--- src/rtl/adc_rx_sample_buf.sv ---
// adc_rx_sample_buf
// Receive-side ADC sample buffer. Picks one antenna lane out of the packed
// two-antenna ADC word, optionally decimates by 1/2/4/8, and queues the kept
// IQ words in a first-word-fall-through FIFO. The RX accelerator drains the
// FIFO over a valid/ready handshake. The block reports fill level and a
// sticky overflow flag.
//
// Optional feature macro: RX_DROP_CNT_EN
//   defined   -> drop_count is a 16-bit saturating count of dropped samples
//   undefined -> drop_count is tied to zero and no counter logic is built
module adc_rx_sample_buf #(
  parameter int IQ_DATA_WIDTH       = 16,
  parameter int ADC_PACK_DATA_WIDTH = 64,
  parameter int FIFO_ADDR_WIDTH     = 5
) (
  input  logic                           adc_clk,
  input  logic                           adc_rstn,
  input  logic [ADC_PACK_DATA_WIDTH-1:0] adc_data,
  input  logic                           adc_valid,
  input  logic                           rx_enable,
  input  logic                           ant_flag,
  input  logic [1:0]                     decim_log2,
  input  logic                           ovf_clr,
  output logic [2*IQ_DATA_WIDTH-1:0]     data_to_acc,
  output logic                           data_valid_to_acc,
  input  logic                           acc_ready,
  output logic [FIFO_ADDR_WIDTH:0]       fill_count,
  output logic                           overflow,
  output logic [15:0]                    drop_count
);

  localparam int IQ_W  = 2 * IQ_DATA_WIDTH;
  localparam int DEPTH = 1 << FIFO_ADDR_WIDTH;
  localparam logic [FIFO_ADDR_WIDTH:0] FULL_LEVEL = (FIFO_ADDR_WIDTH+1)'(DEPTH);

  logic [IQ_W-1:0]            lane_sel;
  logic [2:0]                 dcnt;
  logic [2:0]                 dcnt_lim;
  logic [1:0]                 decim_q;
  logic                       keep;
  logic                       full;
  logic                       pop;
  logic                       push;
  logic                       drop;
  logic [FIFO_ADDR_WIDTH-1:0] wr_ptr;
  logic [FIFO_ADDR_WIDTH-1:0] rd_ptr;
  logic [FIFO_ADDR_WIDTH:0]   fill_next;
  logic [IQ_W-1:0]            mem [DEPTH];

  // Antenna lane select; ant_flag is in the ADC clock domain so no resync
  always_comb begin
    lane_sel = adc_data[IQ_W-1:0];
    if (ant_flag) begin
      lane_sel = adc_data[2*IQ_W-1:IQ_W];
    end
  end

  // Terminal value of the decimation counter for the selected ratio
  always_comb begin
    dcnt_lim = 3'd0;
    case (decim_log2)
      2'd0:    dcnt_lim = 3'd0;
      2'd1:    dcnt_lim = 3'd1;
      2'd2:    dcnt_lim = 3'd3;
      default: dcnt_lim = 3'd7;
    endcase
  end

  // Decimation counter; restarts when capture is off or the ratio changes
  always_ff @(posedge adc_clk or negedge adc_rstn) begin
    if (!adc_rstn) begin
      dcnt    <= 3'd0;
      decim_q <= 2'd0;
    end else begin
      decim_q <= decim_log2;
      if (!rx_enable || (decim_log2 != decim_q)) begin
        dcnt <= 3'd0;
      end else if (adc_valid) begin
        dcnt <= (dcnt == dcnt_lim) ? 3'd0 : dcnt + 3'd1;
      end
    end
  end

  // Keep/push/pop/drop decisions; a pop frees the slot for a push when full
  always_comb begin
    keep = adc_valid & rx_enable & (dcnt == 3'd0);
    full = (fill_count == FULL_LEVEL);
    pop  = data_valid_to_acc & acc_ready;
    push = keep & (~full | pop);
    drop = keep & full & ~pop;
  end

  // Next fill level from the push/pop pair
  always_comb begin
    fill_next = fill_count;
    case ({push, pop})
      2'b10:   fill_next = fill_count + 1'b1;
      2'b01:   fill_next = fill_count - 1'b1;
      default: fill_next = fill_count;
    endcase
  end

  // Sample storage; contents need no reset because the pointers gate access
  always_ff @(posedge adc_clk) begin
    if (push) begin
      mem[wr_ptr] <= lane_sel;
    end
  end

  // Pointers, fill level and registered head-valid flag
  always_ff @(posedge adc_clk or negedge adc_rstn) begin
    if (!adc_rstn) begin
      wr_ptr            <= '0;
      rd_ptr            <= '0;
      fill_count        <= '0;
      data_valid_to_acc <= 1'b0;
    end else begin
      if (push) begin
        wr_ptr <= wr_ptr + 1'b1;
      end
      if (pop) begin
        rd_ptr <= rd_ptr + 1'b1;
      end
      fill_count        <= fill_next;
      data_valid_to_acc <= (fill_next != '0);
    end
  end

  // Head word falls through; forced to zero while nothing is queued
  always_comb begin
    data_to_acc = '0;
    if (data_valid_to_acc) begin
      data_to_acc = mem[rd_ptr];
    end
  end

  // Sticky overflow; a new drop wins over a simultaneous clear
  always_ff @(posedge adc_clk or negedge adc_rstn) begin
    if (!adc_rstn) begin
      overflow <= 1'b0;
    end else if (drop) begin
      overflow <= 1'b1;
    end else if (ovf_clr) begin
      overflow <= 1'b0;
    end
  end

`ifdef RX_DROP_CNT_EN
  // Saturating drop counter; a drop coinciding with a clear leaves one
  always_ff @(posedge adc_clk or negedge adc_rstn) begin
    if (!adc_rstn) begin
      drop_count <= 16'd0;
    end else if (ovf_clr) begin
      drop_count <= drop ? 16'd1 : 16'd0;
    end else if (drop && (drop_count != 16'hFFFF)) begin
      drop_count <= drop_count + 16'd1;
    end
  end
`else
  // Drop counting not built; the port reads constant zero
  always_comb begin
    drop_count = 16'd0;
  end
`endif

endmodule

--- config.mk ---
export PLATFORM = sky130hd
export DESIGN_NAME = adc_rx_sample_buf
export DESIGN_NICKNAME = d
export VERILOG_FILES = /design/src/rtl/adc_rx_sample_buf.sv
export SDC_FILE = /design/constraint.sdc
export NUM_CORES = 1
export LEC_CHECK = 0
export CAP_MARGIN = 20
export CORE_UTILIZATION = 52
export CTS_BUF_LIST = sky130_fd_sc_hd__clkbuf_4 sky130_fd_sc_hd__clkbuf_8
export DETAILED_ROUTE_END_ITERATION = 7
export PLACE_DENSITY_LB_ADDON = 0.3
export SYNTH_ARGS = -nofsm -noshare
export SYNTH_HDL_FRONTEND = slang
export SYNTH_SLANG_ARGS = --single-unit
--- constraint.sdc ---
create_clock -name adc_clk -period 3.3 [get_ports adc_clk]
set_input_delay 0.66 -clock adc_clk [delete_from_list [all_inputs] [get_ports adc_clk]]
set_output_delay 0.66 -clock adc_clk [all_outputs]
set_load 0.005 [all_outputs]
==> flow_metrics.tcl <==
set metrics [dict create \
    outcome "complete, but fails checks" \
    violations "negative setup slack" \
    routabilityCongestion 0.795 \
    firstDrtPassIters 5 \
    cell_area_after_synthesis_um2 40800 \
    cp-start-kind "flop" \
    synth-compound-area-share 0.0187 \
    dpl.cell_count 2985 \
    finClkSkew_ns 0.0318 \
    detail-route-antenna-nets 0 \
    critical_path_class "flop to output port" \
    power_per_cell_area_nw_per_um2 792 \
    cp.arrival_ns 3.21 \
    detailroute.via_count 20464 \
    grt_util_all_layers 0.253 \
    synth_area_in_adders 0.00245 \
    synth_warnings 0 \
    timing.final.ws_setup_ns -0.572 \
    route.detailed.drc 0 \
    setup-violations-final 32 \
    syn2layout_area_growth_pct 19.8 \
    placeableCoreArea_um2 77600 \
    clock_tree_from_tritoncts "built" \
    grt_first_pass_wirelength_um 142000 \
    maxSlewViolCount 0 \
    grt_antenna_before_repair 2 \
    place.port_buffers 112 \
    drive_above_1_share 0.391 \
    crit_path_max_fanout 6 \
    first_global_vias 21052 \
    detail_route.vias_per_cell 6.16 \
    drt-total-wl_um 97800 \
    slew_headroom 0.477 \
    routedWlPerCell_um 29.4 \
    post-route-min-period_ns 3.87 \
    number_of_nets_in_the_layout 2239 \
    ctsHtreeMaxLevel 4 \
    synthesized_area_divided_by_synthesized_cell_count_um2 22.9 \
    finalPower_mw 38.7 \
    hold_viol_final 0 \
    post_synth_mux_area_share 0.174 \
    number_of_primary_i_o_pins 129 \
    worst_ep_required_time_ns 2.64 \
    layoutNonFillerInstCount 3324 \
    drv_cap 0 \
    detail_route.iter0.violations 2536 \
    worstMarginPinSlew_ns 0.782 \
    die-height_um 282 \
    synth_async_sr_flop_share 0.0220 \
    leakagePower_nw 15.7 \
    clkTransAtPathRegs_ns 0.06 \
    synth_edf_count 1024 \
    cts_hold_buf 0 \
    std_cell_rows 102 \
    worst_ir_drop_vdd_v 0.000468 \
    synth_simple_gate_area_share 0.0177 \
    worst_hold_path_type "input pin to asynchronous set/reset pin" \
    fraction_of_the_yosys_area_taken_by_sequential_cells 0.767 \
    initial_core_util 0.526 \
    multi_input_area_um2 9460 \
    gr_overflow_total 0 \
    die_x_um 282 \
    timing.critical_path.to_type "output port" \
    pin_count_of_the_biggest_net_entering_global_routing 43 \
    synth-seq-cells 1047 \
    fmax_mhz 258 \
    final_core_utilization 0.630 \
    cts_root_cell "sky130_fd_sc_hd__clkbuf_8" \
    final_min_period_over_clock_period 1.17 \
    mapped_cells 1780 \
    grt_setup_unrepaired "true" \
    largest_family_of_logic_cells_by_synthesized_area "multiplexers" \
    regArea_um2 31300 \
    fp.dieArea_um2 79600 \
    num-fill-cells 5146 \
    cts-buffers-inserted 160 \
    ctsLongestPathBuffers 3 \
    xor_xnor_cell_area_share_of_the_yosys_netlist 0.00322 \
    numClockSinks 1047 \
    clock_insertion_delay_worst_skew_ns 0.81 \
    yosys_most_used_dff "sky130_fd_sc_hd__edfxtp_1" \
    synth_cell_types 51 \
    dp_hpwl_um 53300 \
]
==> Yosys cell counts, types with 7 or more instances <==
master                        n  area (um2)
sky130_fd_sc_hd__mux2i_1     51         510
sky130_fd_sc_hd__nand2_1     14        52.6
sky130_fd_sc_hd__nor2b_1     29         181
sky130_fd_sc_hd__nor2_1      47         176
sky130_fd_sc_hd__edfxtp_1  1024       30700
sky130_fd_sc_hd__a22oi_1      7        52.6
sky130_fd_sc_hd__o221ai_1    32         280
sky130_fd_sc_hd__dfrtp_1     23         576
sky130_fd_sc_hd__buf_4       24         180
sky130_fd_sc_hd__buf_6       12         135
sky130_fd_sc_hd__ha_1         8         100
sky130_fd_sc_hd__a211oi_1    32         240
sky130_fd_sc_hd__mux4_2     276        6220
sky130_fd_sc_hd__buf_2       46         230
sky130_fd_sc_hd__mux2_2      33         372
sky130_fd_sc_hd__clkbuf_1    27         101
sky130_fd_sc_hd__nand2b_1     8        50.1
sky130_fd_sc_hd__xnor2_1     13         114
==> power breakdown <==
part	total (mW)	switching [mW]	internal (mW)
logic	13.0	6.18	6.86
clock network	10.1	4.85	5.22
registers	15.6	0.389	15.2
==> logic make-up (layout without fill, tap and decap cells) <==
kind of cell / Yosys count / after routing
other: 1 / 17
AOI/OAI and AO/OA: 96 / 96
xor gates and xnor gates: 15 / 15
and+or+nand+nor: 134 / 134
DFF: 1047 / 1047
buffers and inverters: 119 / 607
adders and majority gates: 8 / 8
muxes: 360 / 360
==> layout by cell type (no fill, tap or decap), types with 13 or more instances in the layout <==
| cell | instances |
|---|---|
| sky130_fd_sc_hd__buf_12 | 70 |
| sky130_fd_sc_hd__o221ai_1 | 30 |
| sky130_fd_sc_hd__xnor2_1 | 13 |
| sky130_fd_sc_hd__conb_1 | 16 |
| sky130_fd_sc_hd__clkbuf_8 | 165 |
| sky130_fd_sc_hd__mux2i_1 | 50 |
| sky130_fd_sc_hd__clkdlybuf4s50_1 | 79 |
| sky130_fd_sc_hd__nand2_1 | 14 |
| sky130_fd_sc_hd__dfrtp_1 | 17 |
| sky130_fd_sc_hd__nor2b_2 | 13 |
| sky130_fd_sc_hd__buf_6 | 14 |
| sky130_fd_sc_hd__clkinv_1 | 45 |
| sky130_fd_sc_hd__nor2_1 | 14 |
| sky130_fd_sc_hd__clkinv_2 | 15 |
| sky130_fd_sc_hd__mux2_2 | 33 |
| sky130_fd_sc_hd__edfxtp_1 | 1024 |
| sky130_fd_sc_hd__mux4_2 | 276 |
| sky130_fd_sc_hd__buf_4 | 98 |
| sky130_fd_sc_hd__a211oi_2 | 24 |
| sky130_fd_sc_hd__nor2_4 | 33 |
| sky130_fd_sc_hd__clkbuf_4 | 50 |
| sky130_fd_sc_hd__buf_2 | 32 |
==> path summary, 6_finish.rpt <==
path / cells past startpoint / slack [ns] / from / end
min in group adc_clk: 2 / 0.45 / ovf_clr / overflow
worst min-delay path: 1 / 0.32 / adc_rstn / overflow
worst max-delay path: 11 / -0.57 / rd_ptr[1] / data_to_acc[21]
worst min register to register: 2 / 0.53 / overflow / overflow
worst max register to register: 10 / 0.31 / dcnt[0] / data_valid_to_acc
max in group asynchronous: 2 / 2.35 / adc_rstn / fill_count[2]
==> registers in the layout (all words and copies together) (netlist names) <==
| signal | count |
|---|---|
| wr_ptr | 5 |
| mem | 1024 |
| overflow | 1 |
| fill_count | 6 |
| rd_ptr | 5 |
| decim_q | 2 |
| dcnt | 3 |
| data_valid_to_acc | 1 |
==> cell type report <==
class	instances	share of cell area
diodes	1	0.0000512
clock buffers	215	0.0541
clock inverters	72	0.00719
inverters	6	0.000461
multi-input cells	629	0.194
flip-flops and latches	1047	0.641
well taps	1040	0.0266
repair buffers	314	0.0770
==> stage by stage <==
| stage | hold slack, ns | setup TNS [ns] | instance area, um2 | setup WS, ns |
|---|---|---|---|---|
| 6_report | 0.323 | -16.05 | 48900 | -0.572 |
| 5_1_grt | 0.342 | -18.91 | 48900 | -0.650 |
| 4_1_cts | 0.285 | -17.04 | 48600 | -0.615 |
| 3_5_place_dp | 0.530 | -0.714 | 44800 | -0.157 |
| 3_3_place_gp | 0.524 | -0.426 | 44800 | -0.130 |
| 2_1_floorplan | 0.364 | -61.90 | 40900 | -0.0887 |
==> critical path, cell delays in order (launching register included) <==
cell                       delay [ns]
sky130_fd_sc_hd__dfrtp_4         0.50
sky130_fd_sc_hd__buf_12          0.14
sky130_fd_sc_hd__buf_4           0.13
sky130_fd_sc_hd__buf_12          0.14
sky130_fd_sc_hd__buf_12          0.14
sky130_fd_sc_hd__buf_8           0.12
sky130_fd_sc_hd__mux4_2          0.41
sky130_fd_sc_hd__mux2i_1         0.18
sky130_fd_sc_hd__nor2_1          0.08
sky130_fd_sc_hd__a311oi_2        0.31
sky130_fd_sc_hd__a211oi_2        0.08
sky130_fd_sc_hd__buf_2           0.18
==> metal layers <==
layer | vias up | global-route usage | part of all wire
met5 | - | 0 | 0
met4 | 0 | 0.0618 | 0.016
met3 | 131 | 0.0466 | 0.089
met2 | 1024 | 0.412 | 0.50
met1 | 10923 | 0.358 | 0.40
li1 | 8386 | - | -
==> what timing repair did <==
action / 4_1_cts / 5_1_grt
cloned: 10 / 3
endpoints found under the setup margin: 32 / 32
pin swaps: 17 / 15
gates resized for setup: 229 / 35
buffers inserted: 34 / 13
Power figures use the tool's default switching activity.
